### src/rtl/cprv_regfile_mp.sv
// Multi-port integer register file with write-first bypass and a per-register
// pending-write scoreboard used by decode for RAW hazard detection.
module cprv_regfile_mp #(
    parameter int unsigned  DATA_WIDTH    = 64,
    parameter int unsigned  REGADDR_WIDTH = 5,
    parameter int unsigned  NUM_RD        = 2,
    parameter int unsigned  NUM_WR        = 1,
    parameter bit           ZERO_REG      = 1'b1,
    localparam int unsigned NREG          = 2**REGADDR_WIDTH
) (
    input  logic                            clk,
    input  logic                            rst_n,
    input  logic [NUM_RD*REGADDR_WIDTH-1:0] rd_addr_i,
    output logic [NUM_RD*DATA_WIDTH-1:0]    rd_data_o,
    output logic [NUM_RD-1:0]               rd_busy_o,
    input  logic [NUM_WR-1:0]               wr_en_i,
    input  logic [NUM_WR*REGADDR_WIDTH-1:0] wr_addr_i,
    input  logic [NUM_WR*DATA_WIDTH-1:0]    wr_data_i,
    input  logic                            iss_en_i,
    input  logic [REGADDR_WIDTH-1:0]        iss_addr_i,
    input  logic                            flush_i,
    output logic [NREG-1:0]                 busy_vec_o
);

    logic [DATA_WIDTH-1:0] mem_q [NREG];
    logic [DATA_WIDTH-1:0] mem_d [NREG];
    logic [NREG-1:0]       busy_q;
    logic [NREG-1:0]       busy_d;
    logic [NREG-1:0]       clr;

    genvar gi;
    generate
        for (gi = 0; gi < NREG; gi++) begin : g_reg
            logic                  clr_w;
            logic                  set_w;
            logic [DATA_WIDTH-1:0] wdata_w;

            // Ascending scan so the highest-index matching write port wins.
            always_comb begin
                clr_w   = 1'b0;
                wdata_w = mem_q[gi];
                for (int j = 0; j < NUM_WR; j++) begin
                    if (wr_en_i[j] &&
                        wr_addr_i[j*REGADDR_WIDTH +: REGADDR_WIDTH] == REGADDR_WIDTH'(gi)) begin
                        clr_w   = 1'b1;
                        wdata_w = wr_data_i[j*DATA_WIDTH +: DATA_WIDTH];
                    end
                end
            end

            assign set_w   = iss_en_i && (iss_addr_i == REGADDR_WIDTH'(gi));
            assign clr[gi] = clr_w;

            if (ZERO_REG && gi == 0) begin : g_zero
                assign mem_d[gi]  = '0;
                assign busy_d[gi] = 1'b0;
            end else begin : g_norm
                assign mem_d[gi]  = wdata_w;
                // A new producer replaces the retiring one when both hit together.
                assign busy_d[gi] = flush_i ? 1'b0 :
                                    set_w   ? 1'b1 :
                                    clr_w   ? 1'b0 : busy_q[gi];
            end
        end

        for (gi = 0; gi < NUM_RD; gi++) begin : g_rd
            logic [REGADDR_WIDTH-1:0] addr_w;
            logic [DATA_WIDTH-1:0]    data_w;

            assign addr_w = rd_addr_i[gi*REGADDR_WIDTH +: REGADDR_WIDTH];

            always_comb begin
                data_w = mem_q[addr_w];
                for (int j = 0; j < NUM_WR; j++) begin
                    if (wr_en_i[j] &&
                        wr_addr_i[j*REGADDR_WIDTH +: REGADDR_WIDTH] == addr_w) begin
                        data_w = wr_data_i[j*DATA_WIDTH +: DATA_WIDTH];
                    end
                end
                if (ZERO_REG && addr_w == '0) begin
                    data_w = '0;
                end
            end

            assign rd_data_o[gi*DATA_WIDTH +: DATA_WIDTH] = data_w;
            // A register retiring this cycle is already visible through the bypass.
            assign rd_busy_o[gi] = ~flush_i & busy_q[addr_w] & ~clr[addr_w];
        end
    endgenerate

    always_ff @(posedge clk or negedge rst_n) begin
        if (!rst_n) begin
            for (int r = 0; r < NREG; r++) begin
                mem_q[r] <= '0;
            end
            busy_q <= '0;
        end else begin
            for (int r = 0; r < NREG; r++) begin
                mem_q[r] <= mem_d[r];
            end
            busy_q <= busy_d;
        end
    end

    assign busy_vec_o = busy_q;

endmodule

### config.mk
export PLATFORM = sky130hd
export DESIGN_NAME = cprv_regfile_mp
export DESIGN_NICKNAME = d
export VERILOG_FILES = /design/src/rtl/cprv_regfile_mp.sv
export SDC_FILE = /design/constraint.sdc
export NUM_CORES = 2
export LEC_CHECK = 0
export CAP_MARGIN = 0
export CORE_MARGIN = 3
export CORE_UTILIZATION = 50
export CTS_BUF_LIST = sky130_fd_sc_hd__clkbuf_8
export CTS_CLUSTER_SIZE = 14
export DETAILED_ROUTE_END_ITERATION = 6
export PLACE_DENSITY = 0.63
export SYNTH_ARGS = -nofsm -noshare
export SYNTH_HDL_FRONTEND = slang
export SYNTH_SLANG_ARGS = --single-unit
### constraint.sdc
create_clock -name clk -period 5.03 [get_ports clk]
set_input_delay 1.2575 -clock clk [delete_from_list [all_inputs] [get_ports clk]]
set_output_delay 1.2575 -clock clk [all_outputs]
set_load 0.05 [all_outputs]
==> impl_metrics.tcl <==
set metrics [dict create \
    drt-wirelength-per-cell_um 35.01 \
    placed_cell_area_sq_um 120100 \
    r2r_setup_slack_ps 4170 \
    min_path_type "in2async" \
    swShare_pct 29.41 \
    worst-setup-path-type "in2out" \
    drtPass1Iterations 6 \
    drc_errors 0 \
    ys_ff_latch 2015 \
    synth_commonest_cells "mux2_2, dfrtp_1, mux4_2" \
    ys.warnings.count 0 \
    vias_per_cell 6.877 \
    pwr-share-seq_pct 44.1 \
    synth.avg_cell_area_sq_um 14.42 \
    p_int_mw 34.66 \
    netlist.area_leader.share_pct 46.42 \
    async_flop_share_pct 100.0 \
    synth_area_leaders "dfrtp_1, mux2_2, mux4_2" \
    power.density_nw_per_um2 383.3 \
    relSlewSlack_pct 32.32 \
    pwr-share-comb_pct 24.3 \
    ioPinCount 251 \
    violations "setup timing" \
    wirelength_um 390600 \
    die_w_um 472.1 \
    status "finished with violations" \
    start_util_pct 50.47 \
    max_freq_ghz 0.1956 \
    r2r_end "busy_vec_o[2]$_DFFE_PN0P_" \
    post_synth_num_cell_types 56 \
    timing.final.ws_setup_ps -82.19 \
    tritoncts "done" \
    cts_root_buffer "clkbuf_8" \
    p_leak_nw 56.14 \
    crit_path_max_fanout 16 \
    setup_violations 4 \
    place.detailed.hpwl_um 239700 \
    gp_congestion 0.8849 \
    skew_ps 0 \
    clockBufferDepth 4 \
    pwr-share-clk_pct 31.7 \
    die_y_um 472.1 \
    fin_util_pct 59.49 \
    register_area_sq_um 50420 \
    hold_viol_final 0 \
    reg2reg_from "busy_vec_o[2]$_DFFE_PN0P_" \
    grt-ovfl-total 0 \
    clkSinkCount 2015 \
    cts_max_level 5 \
    yosysTopAreaCell "dfrtp_1" \
    syn_inst 7532 \
    grt_setup_unrepaired "yes" \
    period_needed_ps 5112 \
    slew_viol_final 0 \
    antenna_found_initial 15 \
    numCtsBuffers 366 \
    multi_input_area_sq_um 54920 \
    total_power_mw 49.09 \
    drive_gt1_share_pct 54.54 \
    timing.final.crit_share_pct 101.6 \
    grt_max_degree 176 \
    core_sq_um 215300 \
    row_count 170 \
    drt_iter0_drc 8271 \
    num_vias 76729 \
    rr_worst_depth 2 \
    port_buffers 249 \
    grt_use_total_pct 34.84 \
    critical_path_arrival_ps 3850 \
    cts.hold.buffers_added 0 \
    fill_cells 16695 \
    start_kind "input port" \
    ys_seq_area_share_pct 46.42 \
    dp_slack_ps -1007 \
    ant_nets 0 \
    critical_path_required_ps 3770 \
    endpoint_kind "output port" \
    p_switching_mw 14.44 \
    synth_edf_count 0 \
    nets 8154 \
    cap_viol_max_count 0 \
    clock_latency_ps 1100 \
    worstMarginPinSlew_ps 1014 \
    grt_pass1_vias 79200 \
    synth.cell_area_sq_um 108600 \
    synth.most_common_cell "mux2_2" \
    grt_pass1_wl_um 566400 \
    area_delta_synth_final_pct 17.89 \
    die_area_sq_um 222900 \
    synth_nets 7621 \
    worst_ir_drop_vdd_mv 0.3485 \
    clk_pin_slew_worst_paths_ps 60 \
    final_cell_area_sq_um 128100 \
    yosys_most_used_dff "dfrtp_1" \
]
==> per-layer routing <==
metal / wire length [um] / GRT usage (%) / vias up
met2: 180700 / 54.21 / 4160
met4: 23410 / 18.46 / 6
met3: 34980 / 7.977 / 1189
met5: 45 / 0 / -
met1: 151500 / 45.76 / 41027
li1: - / - / 30347
==> cells by family after synthesis <==
family	count (synthesis)	synth area share [%]
muxes	3230	41.50
DFF	2015	46.42
buffers and inverters	852	3.729
AOI/OAI and AO/OA	792	5.363
and+or+nand+nor	632	2.905
xor gates and xnor gates	10	0.08063
other	1	0.003452
==> cells in the final DEF (no fill, tap or decap), types with 147 or more instances in the layout <==
cell	n
mux2_2	2207
dfrtp_1	2015
mux4_2	798
buf_4	568
clkbuf_8	461
buf_12	302
mux2i_1	219
nor2_1	204
o22ai_1	185
a221oi_1	147
==> worst max-delay path: stages <==
cell and delay (ps):
buf_2 160, buf_4 450, nand2b_1 560, a221oi_1 510
o21ai_0 150, nand3_1 110, nor2_1 60, nor3_1 200
buf_4 210, buf_12 150
==> through the flow <==
step / hold slack, ps / instances / TNS, ps
3_3_place_gp: 496.1 / 10515 / -14270
4_1_cts: 93.41 / 11137 / -12.94
6_report: 153.1 / 11157 / -170.8
3_5_place_dp: 501.3 / 10515 / -12890
2_1_floorplan: 471.2 / 7532 / 0
5_1_grt: 123.1 / 11153 / -65.46
==> power by group through the flow <==
stage          combinational, mW  sequential (mW)  clock (mW)
3_5_place_dp                11.7             21.8           0
6_report                    11.9             21.6        15.5
5_1_grt                     12.6             22.0        16.5
3_3_place_gp                11.5             21.6           0
4_1_cts                     11.8             21.6        15.8
2_1_floorplan               8.16             21.0           0
==> area by class of cell <==
cell class,instances,share of cell area [%]
inverter,3,0.008793
sequential,2015,39.37
timing repair buffer,1014,9.373
multi-input combinational,4665,42.89
clock buffer,461,4.954
antenna,10,0.01954
clock inverter,151,0.6126
tap,2838,2.773
==> flip-flops by register name, indices dropped and copies added (netlist names) <==
name        cells
mem_q        1984
busy_vec_o     31
==> how the worst max path moves through the flow <==
| stage | startpoint | end | slack (ps) | depth (start not counted) |
|---|---|---|---|---|
| after floorplan | rd_addr_i[7] | rd_busy_o[1] | 10 | 8 |
| final | rd_addr_i[3] | rd_data_o[7] | -80 | 10 |
| after global routing | rd_addr_i[5] | rd_data_o[126] | -20 | 12 |
| after CTS | wr_addr_i[1] | rd_data_o[65] | -10 | 12 |
| after detailed placement | wr_addr_i[1] | rd_data_o[65] | -1010 | 11 |
| after global placement | wr_addr_i[0] | rd_data_o[65] | -990 | 11 |
==> timing repair <==
action,4_1_cts,5_1_grt
buffers inserted,8,9
pin swaps,7,16
setup endpoints to repair,116,94
gates resized for setup,37,60
gates cloned,2,2
No activity file was read; power rests on OpenSTA's default activity.
